[config.mk]
export PLATFORM = sky130hd
export DESIGN_NAME = sa_tile_sequencer
export DESIGN_NICKNAME = d
export VERILOG_FILES = /design/src/rtl/sa_tile_sequencer.sv
export SDC_FILE = /design/constraint.sdc
export NUM_CORES = 1
export LEC_CHECK = 0
export BUFFER_PORTS_ARGS = -buffer_cell sky130_fd_sc_hd__buf_2
export CORE_UTILIZATION = 32
export DETAILED_ROUTE_END_ITERATION = 10
export SYNTH_ARGS = -nofsm -noshare
export SYNTH_HDL_FRONTEND = slang
export SYNTH_SLANG_ARGS = --single-unit
[constraint.sdc]
create_clock -name i_clk -period 3.89 [get_ports i_clk]
set_input_delay 0.778 -clock i_clk [delete_from_list [all_inputs] [get_ports i_clk]]
set_output_delay 0.778 -clock i_clk [all_outputs]
set_load 0.05 [all_outputs]
[src/rtl/sa_tile_sequencer.sv]
// Tile sequencer for a systolic array: steps each tile through operand feed,
// accumulator flush (with staggered per-column context switches) and an
// output-scan drain that is presented as a valid/ready stream.
module sa_tile_sequencer #(
    parameter int unsigned X      = 3,
    parameter int unsigned Y      = 3,
    parameter int unsigned OC_W   = 48,
    parameter int unsigned CNT_W  = 16,
    parameter int unsigned CS_DLY = 2,
    localparam int unsigned COL_W = (X > 1) ? $clog2(X) : 1
) (
    input  logic                i_clk,
    input  logic                i_rstn,
    input  logic                i_start,
    input  logic [CNT_W-1:0]    i_k_len,
    input  logic [CNT_W-1:0]    i_n_tiles,
    input  logic                i_feed_valid,
    output logic                o_feed_en,
    output logic                o_pipeline_en,
    output logic [X-1:0]        o_cswitch_arr,
    output logic                o_cscan_en,
    input  logic [Y*OC_W-1:0]   i_c_arr,
    output logic                o_out_valid,
    output logic [Y*OC_W-1:0]   o_out_data,
    output logic [COL_W-1:0]    o_out_col,
    input  logic                i_out_ready,
    output logic                o_busy,
    output logic                o_done
);

    // Flush lasts until the last column has switched context and the
    // last row's partial sums have reached the scan chain.
    localparam int unsigned FLUSH_LEN = CS_DLY + X + Y - 2;
    localparam int unsigned F_W       = (FLUSH_LEN > 1) ? $clog2(FLUSH_LEN) : 1;

    localparam logic [2:0] StIdle  = 3'd0;
    localparam logic [2:0] StFeed  = 3'd1;
    localparam logic [2:0] StFlush = 3'd2;
    localparam logic [2:0] StDrain = 3'd3;
    localparam logic [2:0] StDone  = 3'd4;

    logic [2:0]       state_q, state_d;
    logic [CNT_W-1:0] k_q, k_d;
    logic [CNT_W-1:0] n_q, n_d;
    logic [CNT_W-1:0] beat_q, beat_d;
    logic [CNT_W-1:0] tile_q, tile_d;
    logic [F_W-1:0]   flush_q, flush_d;
    logic [COL_W-1:0] col_q, col_d;
    logic [CNT_W:0]   tile_inc;

    // One extra bit so that tile+1 never wraps when N is at its maximum.
    assign tile_inc = {1'b0, tile_q} + {{CNT_W{1'b0}}, 1'b1};

    // Outputs decoded from the current state and the handshake inputs.
    always_comb begin
        o_feed_en     = 1'b0;
        o_pipeline_en = 1'b0;
        o_cswitch_arr = '0;
        o_cscan_en    = 1'b0;
        o_out_valid   = 1'b0;
        o_out_data    = '0;
        o_out_col     = '0;
        o_busy        = (state_q != StIdle);
        o_done        = (state_q == StDone);
        case (state_q)
            StFeed: begin
                o_feed_en     = i_feed_valid;
                o_pipeline_en = i_feed_valid;
            end
            StFlush: begin
                o_pipeline_en = 1'b1;
                for (int i = 0; i < int'(X); i++) begin
                    if (flush_q == F_W'(CS_DLY - 1 + i)) begin
                        o_cswitch_arr[i] = 1'b1;
                    end
                end
            end
            StDrain: begin
                o_pipeline_en = i_out_ready;
                o_cscan_en    = 1'b1;
                o_out_valid   = 1'b1;
                o_out_data    = i_c_arr;
                o_out_col     = col_q;
            end
            default: ;
        endcase
    end

    // Next-state logic; everything past IDLE only moves on pipeline advance.
    always_comb begin
        state_d = state_q;
        k_d     = k_q;
        n_d     = n_q;
        beat_d  = beat_q;
        tile_d  = tile_q;
        flush_d = flush_q;
        col_d   = col_q;
        case (state_q)
            StIdle: begin
                if (i_start) begin
                    k_d    = i_k_len;
                    n_d    = i_n_tiles;
                    beat_d = '0;
                    tile_d = '0;
                    if (i_k_len == '0 || i_n_tiles == '0) begin
                        state_d = StDone;
                    end else begin
                        state_d = StFeed;
                    end
                end
            end
            StFeed: begin
                if (o_feed_en) begin
                    if (beat_q == k_q - CNT_W'(1)) begin
                        flush_d = '0;
                        state_d = StFlush;
                    end else begin
                        beat_d = beat_q + CNT_W'(1);
                    end
                end
            end
            StFlush: begin
                if (flush_q == F_W'(FLUSH_LEN - 1)) begin
                    col_d   = '0;
                    state_d = StDrain;
                end else begin
                    flush_d = flush_q + F_W'(1);
                end
            end
            StDrain: begin
                if (i_out_ready) begin
                    if (col_q == COL_W'(X - 1)) begin
                        if (tile_inc < {1'b0, n_q}) begin
                            tile_d  = tile_inc[CNT_W-1:0];
                            beat_d  = '0;
                            state_d = StFeed;
                        end else begin
                            state_d = StDone;
                        end
                    end else begin
                        col_d = col_q + COL_W'(1);
                    end
                end
            end
            StDone: begin
                state_d = StIdle;
            end
            default: begin
                state_d = StIdle;
            end
        endcase
    end

    // State and counter registers; reset discards any job in flight.
    always_ff @(posedge i_clk or negedge i_rstn) begin
        if (!i_rstn) begin
            state_q <= StIdle;
            k_q     <= '0;
            n_q     <= '0;
            beat_q  <= '0;
            tile_q  <= '0;
            flush_q <= '0;
            col_q   <= '0;
        end else begin
            state_q <= state_d;
            k_q     <= k_d;
            n_q     <= n_d;
            beat_q  <= beat_d;
            tile_q  <= tile_d;
            flush_q <= flush_d;
            col_q   <= col_d;
        end
    end

endmodule

==> out/qor.csv, run 1 <==
stage,metric,value,unit
logic_synthesis,synth_warnings,0,
global_route,grt_pass1_vias,6264,
logic_synthesis,syn_avg_cell_area,8.09,um^2
detailed_routing,wl_met1,10.5,mm
place,placed_cells,1250,
global_route,antenna_found_initial,5,
cells_and_area,finalNonFillerCells,1271,
detailed_routing,route.met2.wl,13.0,mm
status,status,finished clean,
logic_synthesis,synthAdderAreaFrac,4.94,%
floorplan,chipWidth,137,um
floorplan,ioPinCount,336,
logic_synthesis,synth_top_family_by_area,simple AND/OR/NAND/NOR gates,
sta,worst_pin_slew,0.890,ns
power_and_ir_drop,leakagePower,5.01,nW
detailed_routing,dr.first_iter.drc_count,399,
critical_path,crit_fanout,7,
sta,period_needed,3.63,ns
detailed_routing,wl_per_cell,21.1,um
sta,skew,0.00590,ns
sta,report.final.slew_viol_count,0,
detailed_routing,viasPerCell,5.30,
floorplan,fp-row-count,48,
logic_synthesis,synth_area_leader_cell,dfrtp_1,
critical_path,worstSetupEndpointType,register,
cells_and_area,syn2layout_area_growth,41.2,%
global_route,grt_max_degree,93,
clocking,cts-root-buf,clkbuf_16,
clocking,postCtsHoldBufs,0,
detailed_routing,drtAntennaViolNets,0,
global_route,grt_pass1_wl,37.6,mm
logic_synthesis,syn_inst,720,
logic_synthesis,synth_top_area_share,30.9,%
cells_and_area,final_nets,1244,
clocking,clock_latency,0.33,ns
detailed_routing,drt_wl_total,26.8,mm
sta,finalCritPeriodShare,93.3,%
worst_hold_path,hold_depth,2,
logic_synthesis,synth.ff_latch_count,72,
logic_synthesis,synth_xor_xnor_area_share,4.06,%
global_route,track_usage,27.7,%
logic_synthesis,yosysSeqAreaShare,30.9,%
critical_path,startpoint_type,register,
power_and_ir_drop,worst_ir_drop_vdd,0.226,mV
flow_run,drv_cap,0,
worst_hold_path,hold_path_class,reg2reg,
place,routabilityCongestion,0.904,
cells_and_area,drive_gt1_share,41.2,%
clocking,htreeDepth,3,
logic_synthesis,muxShareOfSynthArea,4.69,%
cells_and_area,utilization,46.9,%
cells_and_area,fill_cells,1840,
logic_synthesis,syn_nets,924,
worst_hold_path,min_from,col_q[0],
detailed_routing,wl_met3,2.20,mm
critical_path,r2r_cells,16,
detailed_routing,first_pass_iters,5,
clocking,cts_tree,done,
worst_hold_path,worstHoldEndpoint,col_q[0],
clocking,clk_pin_slew,0.06,ns
sta,relSlewSlack,40.7,%
logic_synthesis,synth-simple-area-share,36.0,%
sta,setup_viol,0,
clocking,clock_sinks,72,
critical_path,rrSetupSlack,0.26,ns
critical_path,timing.rr.end,beat_q[15],
floorplan,dieArea,0.0187,mm^2
global_route,grt_overflow,0,
sta,fmax,275,MHz
logic_synthesis,synthArstFlopShare,100,%
floorplan,core_area,0.0175,mm^2
logic_synthesis,synth_area,0.00582,mm^2
detailed_routing,highest_layer,met5,
power_and_ir_drop,p_per_area,242,mW/mm^2
sta,hold_violations,0,
detailed_routing,remaining_drc_errors,0,
logic_synthesis,synth.distinct_cells,56,
detailed_routing,num_vias,6733,
logic_synthesis,synth-compound-area-share,13.3,%
place,port_buffers,335,
floorplan,start_util,33.2,%
place,dp_hpwl,22.2,mm
critical_path,cp.required,4.15,ns
critical_path,worstPathArrival,3.89,ns
floorplan,die_y,137,um
logic_synthesis,synth_edf_count,0,
critical_path,crit_type,reg2reg,
critical_path,r2r_start,tile_q[1],
clocking,clock_path_buffers,2,
clocking,numCtsBuffers,9,
logic_synthesis,synth_area_leaders,"dfrtp_1 31%, and3_1 17%, ha_1 4.9%",
logic_synthesis,synthFlopType,dfrtp_1,
[per-layer routing]
metal	vias to the layer above	GRT usage, %
met5	-	0
met4	4	13.1
met3	40	8.33
met2	267	46.0
met1	3165	32.5
li1	3257	-
[flip-flops by register name, indices dropped and copies added (netlist names)]
| name | count |
|---|---|
| beat_q | 16 |
| col_q | 2 |
| flush_q | 3 |
| k_q | 16 |
| n_q | 16 |
| state_q | 3 |
| tile_q | 16 |
[synthesized netlist by cell type (all sizes together), types with 2 or more instances]
cell / number
nor3: 15
a21oi: 24
nand4: 12
mux2i: 7
nor3b: 8
nor4: 16
nand3: 19
a21o: 8
nand3b: 3
xnor2: 16
and4: 3
o21ai: 35
o31ai: 5
ha: 23
a22o: 12
and3: 154
nand2b: 6
o211ai: 4
or2: 7
o2111ai: 8
nor2b: 6
or4: 10
a31oi: 4
o21a: 3
dfrtp: 72
xor2: 11
clkbuf: 56
and2: 3
buf: 5
nand2: 62
a2111oi: 2
or3: 12
a211oi: 3
inv: 29
nor2: 28
mux2: 18
[where the power goes]
group	leakage, nW	total [mW]	internal [mW]	switching, mW
Clock	0.150	0.881	0.562	0.319
Combinational	3.97	0.266	0.143	0.123
Sequential	0.897	0.842	0.781	0.0608
Total	5.01	1.99	1.49	0.503
[per-stage QoR]
stage,cell area [um^2],total power [mW],hold WS (ns),setup TNS (ns),setup slack (ns)
global route,8220,2.07,0.531,-0.113,-0.0276
finish,8220,1.99,0.476,0,0.260
CTS,8110,2.01,0.480,0,0.112
floorplan,5820,0.964,0.446,0,0.00357
global placement,7790,1.11,0.463,0,0.191
detailed placement,7790,1.12,0.464,0,0.118
[placed cells by master (no fill, tap or decap), types with 3 or more instances in the layout]
cell type | Yosys | routed
nor2_1 | 28 | 26
buf_4 | 2 | 33
nor3b_1 | 8 | 8
or2_2 | 7 | 6
or4_1 | 9 | 7
o21a_1 | 3 | 3
o211ai_1 | 4 | 4
o31ai_1 | 5 | 5
dfrtp_1 | 72 | 71
a21oi_2 | 0 | 3
or3_1 | 11 | 11
nand2_1 | 62 | 62
clkbuf_16 | 0 | 9
nand2b_1 | 6 | 6
ha_1 | 23 | 21
nand3_1 | 19 | 17
a21oi_1 | 24 | 21
mux2i_1 | 7 | 7
a31oi_1 | 4 | 4
and3_1 | 154 | 154
o21ai_0 | 34 | 34
xor2_1 | 11 | 10
mux2_2 | 17 | 17
nand3b_1 | 3 | 3
and4_1 | 3 | 3
nor2b_1 | 6 | 5
nand4_1 | 12 | 12
or4_4 | 1 | 3
xnor2_1 | 16 | 15
nor3_1 | 14 | 14
a21o_1 | 8 | 8
inv_1 | 29 | 29
nor4_1 | 14 | 14
a22o_1 | 12 | 12
a211oi_1 | 3 | 3
o2111ai_1 | 8 | 8
buf_2 | 0 | 335
[worst max-delay path, stage by stage, from the launching register on]
cell and delay (ns):
dfrtp_1 0.35, ha_2 0.19, nand4_1 0.16, nor2_2 0.16, nand3_2 0.10, or2_4 0.27
xnor2_2 0.13, ha_1 0.30, nand3_2 0.09, nor2_1 0.06, a2111oi_2 0.36, buf_4 0.17
o21a_1 0.16, o211ai_1 0.17, buf_4 0.22, or4_4 0.52, a21oi_2 0.13
[area by class of cell]
class	instances	area, um^2	share of cell area, %
clock inverters	5	81.3	0.990
diodes	1	2.50	0.0305
flip-flops and latches	72	1810	22.0
well taps	225	282	3.43
repair buffers	370	1960	23.8
inverters	29	109	1.32
multi-input cells	558	3750	45.6
clock buffers	11	233	2.83
[kinds of logic after synthesis]
logic type,Yosys count
DFF,72
muxes,25
adders and majority gates,23
AOI/OAI and AO/OA,117
xor gates and xnor gates,27
and+or+nand+nor,366
buffers and inverters,90
[how the worst max path moves through the flow]
stage          slack, ns      start  depth (start not counted)    endpoint
4_1_cts             0.11  tile_q[0]                         16  beat_q[15]
5_1_grt            -0.03  tile_q[2]                         16   beat_q[9]
6_report            0.26  tile_q[1]                         16  beat_q[15]
3_5_place_dp        0.12  tile_q[0]                         16  beat_q[15]
2_1_floorplan      0.004  tile_q[0]                         16   beat_q[9]
3_3_place_gp        0.19  tile_q[0]                         16  beat_q[15]
[repair_timing]
item | 4_1_cts | 5_1_grt
endpoints found under the setup margin | 0 | 31
gates resized for setup | 0 | 17
buffers inserted | 0 | 3
No activity file was read; power rests on OpenSTA's default activity.
==> run 2, diff against run 1 <==
--- a/config.mk
+++ b/config.mk
@@ -5,6 +5,7 @@
 export SDC_FILE = /design/constraint.sdc
 export NUM_CORES = 1
 export LEC_CHECK = 0
+export ABC_AREA = 1
 export BUFFER_PORTS_ARGS = -buffer_cell sky130_fd_sc_hd__buf_2
 export CORE_UTILIZATION = 32
 export DETAILED_ROUTE_END_ITERATION = 10
==> run 2 against run 1 <==
Synthesized cell count increased by 42%. Total power grew to 2.7 times the previous value. Highest routed layer unchanged. Largest power group is now combinational logic. Via count rose by 10%. Flip-flop and latch count is the same. Register-to-register slack better by 0.39 ns. Setup slack improved by 0.37 ns. Die area grew 7.5%. Design area grew 3.4%. Critical path depth shrank 10. Utilization down 2.0 points. Worst hold slack about the same.
==> out/qor.csv, run 2 <==
stage,metric,value,unit,change
sta,hold_violations,0,,unchanged
clocking,cts_tree,done,,
detailed_routing,first_pass_iters,6,,+1
critical_path,timing.rr.end,tile_q[15],,
worst_hold_path,hold_path_class,in2async,,
clocking,cts_resized,0,,unchanged
global_route,antenna_found_initial,3,,-2
detailed_routing,remaining_drc_errors,0,,unchanged
sta,worst_pin_slew,0.914,ns,+0.0234 ns
critical_path,crit_type,reg2out,,
power_and_ir_drop,power_frac_comb,61.7,%,+48 points
logic_synthesis,synthFlopType,dfrtp_1,,
logic_synthesis,synthTopCellsByCount,"250 x inv_1, 230 x nor2_1, 188 x nand2_1, 72 x dfrtp_1, 36 x o21ai_0",,
sta,period_needed,3.26,ns,-0.367 ns
critical_path,worstPathArrival,2.48,ns,-1.41 ns
critical_path,worstSetupEndpointType,output pin,,
clocking,htreeDepth,3,,unchanged
detailed_routing,num_vias,7408,,+10%
logic_synthesis,synth_edf_count,0,,unchanged
floorplan,core_area,0.0190,mm^2,+8.1%
logic_synthesis,synthArstFlopShare,100,%,unchanged
critical_path,max_stage_delay,0.56,ns,+0.04 ns
logic_synthesis,synth_area_leader_cell,dfrtp_1,,
logic_synthesis,synth_top_area_share,28.8,%,-2.2 points
critical_path,critPathSlowestCell,inv_4,,
logic_synthesis,syn_avg_cell_area,6.11,um^2,-24%
clocking,clk_pin_slew,0.06,ns,about the same
cells_and_area,insertedDiodeCount,0,,-1
critical_path,crit_fanout,76,,+69
cells_and_area,drive_gt1_share,29.2,%,-12 points
logic_synthesis,synth_area,0.00626,mm^2,+7.6%
cells_and_area,most-common-layout-cells,"335 x buf_2, 250 x inv_1, 230 x nor2_1",,
place,routabilityCongestion,0.919,,+1.7%
cells_and_area,final_nets,1553,,+25%
detailed_routing,viasPerCell,4.59,,-13%
global_route,grt_overflow,0,,unchanged
global_route,grt_pass1_wl,40.7,mm,+8.2%
floorplan,ioPinCount,336,,unchanged
power_and_ir_drop,p_switching,3.00,mW,+500%
critical_path,cp.depth,6,,-10
logic_synthesis,yosysSeqAreaShare,28.8,%,-2.2 points
critical_path,cp.required,3.11,ns,-1.04 ns
sta,relSlewSlack,38.9,%,-1.7 points
cells_and_area,final_common_cell,buf_2,,
critical_path,rrSetupSlack,0.65,ns,+0.39 ns
clocking,numCtsBuffers,9,,unchanged
detailed_routing,drtAntennaViolNets,0,,unchanged
logic_synthesis,synth_warnings,0,,unchanged
floorplan,dieArea,0.0201,mm^2,+7.5%
place,dp_hpwl,23.7,mm,+7.0%
critical_path,r2r_start,tile_q[0],,
logic_synthesis,synth.distinct_cells,37,,-34%
logic_synthesis,synth_area_leaders,"dfrtp_1 29%, inv_1 15%, nor2_1 14%",,
logic_synthesis,syn_inst,1025,,+42%
sta,skew,0.00678,ns,+0.000874 ns
floorplan,start_util,33.0,%,-0.15 points
sta,report.final.slew_viol_count,0,,unchanged
power_and_ir_drop,p_per_area,623,mW/mm^2,+160%
critical_path,startpoint_type,register,,
floorplan,chipWidth,142,um,+3.7%
critical_path,r2r_cells,18,,+2
global_route,track_usage,27.4,%,-0.32 points
critical_path,path_buf_inv,4,,+2
clocking,postCtsHoldBufs,0,,unchanged
power_and_ir_drop,p_sw_share,56.7,%,+31 points
clocking,cts-root-buf,clkbuf_16,,
sta,fin_tns_setup,0,ns,unchanged
status,status,finished clean,,
power_and_ir_drop,p_int,2.29,mW,+54%
clocking,clock_latency,0.35,ns,+0.02 ns
clocking,clock_sinks,72,,unchanged
cells_and_area,seqCellArea,0.00180,mm^2,-0.21%
floorplan,die_y,142,um,+3.7%
sta,fmax,307,MHz,+11%
cells_and_area,fill_cells,2105,,+14%
cells_and_area,utilization,44.8,%,-2.0 points
place,port_buffers,335,,unchanged
sta,setup_viol,0,,unchanged
clocking,cts_setup_buffers,0,,unchanged
logic_synthesis,synth.ff_latch_count,72,,unchanged
floorplan,fp-row-count,50,,+4.2%
power_and_ir_drop,leakagePower,5.39,nW,+7.5%
logic_synthesis,syn_nets,1229,,+33%
power_and_ir_drop,worst_ir_drop_vdd,0.344,mV,+52%
critical_path,cp_top_family,buffers and inverters,,
power_and_ir_drop,pwr-share-seq,21.9,%,-21 points
clocking,clock_path_buffers,2,,unchanged
flow_run,drv_cap,0,,unchanged
global_route,grt_pass1_vias,7059,,+13%
global_route,grt_max_degree,77,,-17%
power_and_ir_drop,p_clk_share,16.4,%,-28 points
detailed_routing,wl_per_cell,17.1,um,-19%
sta,finalCritPeriodShare,83.9,%,-9.4 points
detailed_routing,drt_wl_total,27.7,mm,+3.1%
detailed_routing,dr.first_iter.drc_count,458,,+15%
cells_and_area,syn2layout_area_growth,35.7,%,
sta,rsz0062_at_grt,false,,
cells_and_area,multi_input_area,0.00336,mm^2,-10%
critical_path,path_cells,"inv_1, nor2_8, inv_4, buf_4, nor2_1, buf_2",,
logic_synthesis,yosysMostFrequentCell,inv_1,,
==> run 2: area by class of cell <==
class | count | area share [%]
clock buffer | 11 | 2.97
clock inverter | 5 | 0.648
inverter | 255 | 11.3
multi-input combinational | 667 | 39.5
sequential | 72 | 21.2
tap | 260 | 3.83
timing repair buffer | 344 | 20.5
==> run 2: logic make-up after synthesis <==
kind of cell    Yosys count  synth area share [%]
fa+ha+maj                23                  4.59
mux                       7                  1.26
xor+xnor                 32                  4.47
flops                    72                  28.8
buf+inv                 286                  17.6
compound gates           74                  6.23
simple gates            531                  37.1
==> run 2: power by group through the flow <==
stage | registers [mW] | logic (mW) | clock network (mW)
2_1_floorplan | 1.09 | 2.48 | 0
3_3_place_gp | 1.16 | 3.24 | 0
3_5_place_dp | 1.17 | 3.26 | 0
4_1_cts | 1.15 | 3.28 | 0.879
5_1_grt | 1.19 | 3.55 | 0.916
6_report | 1.16 | 3.27 | 0.866
==> run 2: worst max-delay path by stage <==
stage               startpoint             end
CTS                  tile_q[0]      tile_q[15]
global route         tile_q[0]      tile_q[15]
detailed placement   tile_q[0]      tile_q[15]
finish              state_q[0]  o_out_data[38]
floorplan           state_q[0]   o_pipeline_en
global placement     tile_q[0]       tile_q[2]
==> run 2: stage by stage <==
step                cells  setup slack (ns)  total power, mW  area, um^2  hold slack, ns
floorplan            1025             0.779             3.57        6260           0.453
global placement     1598             0.749             4.40        8190           0.476
detailed placement   1598             0.659             4.43        8190           0.488
CTS                  1614             0.638             5.31        8500           0.501
global route         1614             0.289             5.65        8500           0.528
finish               1614             0.627             5.30        8500           0.476
==> run 2: routing by layer <==
metal	up-vias	GRT usage, %	share of wire (%)
li1	3707	-	-
met2	254	47.5	49
met3	32	3.61	5.0
met4	2	8.83	2.5
met5	-	0	0.029
met1	3413	35.0	43
==> run 2: worst register-to-register path, delay by kind of cell (launching register included) <==
family	cells	cell delay (ns)
AOI/OAI and AO/OA	3	0.33
xor gates and xnor gates	1	0.26
adders and majority gates	2	0.52
buffers and inverters	2	0.17
DFF	1	0.40
and+or+nand+nor	10	1.41
==> run 3, diff against run 2 <==
--- a/config.mk
+++ b/config.mk
@@ -5,7 +5,7 @@
 export SDC_FILE = /design/constraint.sdc
 export NUM_CORES = 1
 export LEC_CHECK = 0
-export ABC_AREA = 1
+export ABC_AREA = 0
 export BUFFER_PORTS_ARGS = -buffer_cell sky130_fd_sc_hd__buf_2
 export CORE_UTILIZATION = 32
 export DETAILED_ROUTE_END_ITERATION = 10
==> constraint.sdc (replaced) <==
create_clock -name i_clk -period 3.2 [get_ports i_clk]
set_input_delay 0.64 -clock i_clk [delete_from_list [all_inputs] [get_ports i_clk]]
set_output_delay 0.64 -clock i_clk [all_outputs]
set_load 0.05 [all_outputs]
==> run 3 against run 2 <==
The flow now finishes with violations (setup timing). Clock power is 14% higher. Count of clock-buffer cells in the layout stayed put. Clock skew is 0.0019 ns lower. Combinational power is 90% lower. Critical path type is now reg2reg. Critical endpoint is now beat_q[2]. Highest routed layer unchanged.
==> out/qor.csv, run 3 (synthesized netlist as in run 1, its figures left out) <==
stage,metric,value,unit,change
sta,setup_slack,-0.243,ns,-0.871 ns
global_route,antenna_found_initial,3,,unchanged
global_route,track_usage,28.0,%,+0.68 points
power_and_ir_drop,leakagePower,5.15,nW,-4.4%
floorplan,chipWidth,137,um,-3.5%
clocking,clock_latency,0.33,ns,-0.02 ns
floorplan,die_y,137,um,-3.5%
worst_hold_path,hold_path_class,in2async,,
floorplan,dieArea,0.0187,mm^2,-7.0%
clocking,htreeDepth,3,,unchanged
cells_and_area,finalNonFillerCells,1295,,-20%
cells_and_area,utilization,48.4,%,+3.5 points
sta,finalCritPeriodShare,108,%,
place,port_buffers,335,,unchanged
detailed_routing,num_vias,6759,,-8.8%
flow_run,drv_cap,0,,unchanged
global_route,grt_overflow,0,,unchanged
detailed_routing,viasPerCell,5.22,,+14%
critical_path,worstSetupEndpointType,register,,
global_route,grt_pass1_vias,6448,,-8.7%
critical_path,worstPathArrival,3.70,ns,+1.22 ns
sta,report.final.slew_viol_count,0,,unchanged
critical_path,crit_fanout,7,,-91%
sta,hold_slack,0.462,ns,-0.0144 ns
detailed_routing,drtAntennaViolNets,0,,unchanged
detailed_routing,wl_per_cell,21.0,um,+22%
critical_path,startpoint_type,register,,
floorplan,start_util,33.2,%,+0.15 points
clocking,postCtsHoldBufs,0,,unchanged
power_and_ir_drop,worst_ir_drop_vdd,0.221,mV,-36%
detailed_routing,remaining_drc_errors,0,,unchanged
sta,fmax,290,MHz,
cells_and_area,final_nets,1269,,-18%
critical_path,cp.depth,15,,+9
sta,worst_pin_slew,0.976,ns,+0.0622 ns
clocking,clk_pin_slew,0.05,ns,about the same
sta,rsz0062_at_grt,true,,
critical_path,r2r_cells,15,,-3
critical_path,cp_top_family,simple AND/OR/NAND/NOR gates,,
critical_path,critPathSlowestCell,or4_4,,
sta,hold_violations,0,,unchanged
clocking,clock_sinks,72,,unchanged
sta,skew,0.00492,ns,-0.00185 ns
floorplan,ioPinCount,336,,unchanged
cells_and_area,fin_area,0.00848,mm^2,-0.16%
sta,setup_viol,26,,+26
global_route,grt_max_degree,102,,+32%
critical_path,rrSetupSlack,-0.24,ns,-0.89 ns
critical_path,path_buf_inv,1,,-3
sta,period_needed,3.44,ns,
critical_path,max_stage_delay,0.42,ns,-0.14 ns
clocking,clock_path_buffers,2,,unchanged
place,routabilityCongestion,0.867,,-5.6%
power_and_ir_drop,p_per_area,277,mW/mm^2,-56%
cells_and_area,syn2layout_area_growth,45.7,%,
critical_path,crit_type,reg2reg,,
status,failed_checks,setup timing,,
cells_and_area,final_common_cell,buf_2,,
floorplan,core_area,0.0175,mm^2,-7.5%
place,dp_hpwl,22.2,mm,-6.4%
clocking,cts_tree,done,,
global_route,grt_pass1_wl,38.4,mm,-5.6%
cells_and_area,drive_gt1_share,43.8,%,+15 points
detailed_routing,dr.first_iter.drc_count,358,,-22%
status,status,"complete, but fails checks",,
place,dp_slack,-0.257,ns,-0.916 ns
detailed_routing,drt_wl_total,27.1,mm,-1.9%
cells_and_area,most-common-layout-cells,"336 x buf_2, 154 x and3_1, 71 x dfrtp_1",,
power_and_ir_drop,power,2.35,mW,-56%
detailed_routing,first_pass_iters,5,,-1
clocking,cts-root-buf,clkbuf_16,,
critical_path,cp.required,3.46,ns,+0.35 ns
sta,fin_tns_setup,-3.14,ns,-3.14 ns
clocking,numCtsBuffers,9,,unchanged
place,placed_cells,1268,,-21%
critical_path,path_cells,"ha_4, nand4_1, nor2_2, nand3_2, or2_4, xnor2_2, ha_1, nand3_2, nor2_2, a2111oi_4, o21a_1, o211ai_1, buf_4, or4_4, a21oi_2",,
place,dpl_cell_area,0.00801,mm^2,-2.2%
sta,relSlewSlack,34.9,%,-4.0 points
floorplan,fp-row-count,48,,-4.0%
[run 3: cell types whose count changed in the layout (fill, tap and decap cells not counted), moves of 10 or more]
cell,change
or3_1,+11
nand4_1,-22
nor2_1,-207
nand3_1,-11
nand2_1,-126
inv_1,-221
mux2_2,+10
and3_1,+153
a22o_1,+12
buf_4,+46
[run 3: timing repair]
action | in CTS | in global routing
endpoints found under the setup margin | 28 | 36
pin swaps | 12 | 10
resized for setup | 10 | 15
setup buffers | 6 | 3
cloned | 1 | 1
[run 3: worst paths after layout]
| kind | endpoint | from |
|---|---|---|
| min in group i_clk | col_q[0] | col_q[0] |
| worst min-delay path | n_q[11] | i_rstn |
| worst max-delay path | beat_q[2] | tile_q[1] |
| worst max register to register | beat_q[2] | tile_q[1] |
| max in group asynchronous | beat_q[12] | i_rstn |
| worst min register to register | col_q[0] | col_q[0] |
[run 3: layout make-up]
cell class | count | area, um^2
Antenna cell | 1 | 2.50
Clock buffer | 11 | 243
Clock inverter | 4 | 45.0
Fill cell | 1832 | 9050
Inverter | 29 | 109
Multi-Input combinational cell | 558 | 3850
Sequential cell | 72 | 1810
Tap cell | 225 | 282
Timing Repair Buffer | 395 | 2150
[run 3: report_power, final]
| part | leakage (nW) | internal (mW) | switching [mW] |
|---|---|---|---|
| clock network | 0.145 | 0.616 | 0.371 |
| logic | 4.11 | 0.183 | 0.150 |
| registers | 0.897 | 0.950 | 0.0796 |
| total | 5.15 | 1.75 | 0.601 |
[run 3: layer usage]
layer | vias up | global-route usage [%] | share of wire [%]
li1 | 3319 | - | -
met1 | 3135 | 32.5 | 39
met2 | 264 | 45.9 | 47
met3 | 39 | 9.85 | 9.0
met4 | 2 | 13.9 | 5.0
met5 | - | 0 | 0.044
[run 3: worst register-to-register path, delay by kind of cell (launching register included)]
family	cells	cell delay [ns]
AND/OR/NAND/NOR	7	1.25
AO/OA/AOI/OAI	4	0.88
adder cells (fa/ha/maj)	2	0.48
flip-flops	1	0.40
buffers and inverters	1	0.22
XOR/XNOR	1	0.14
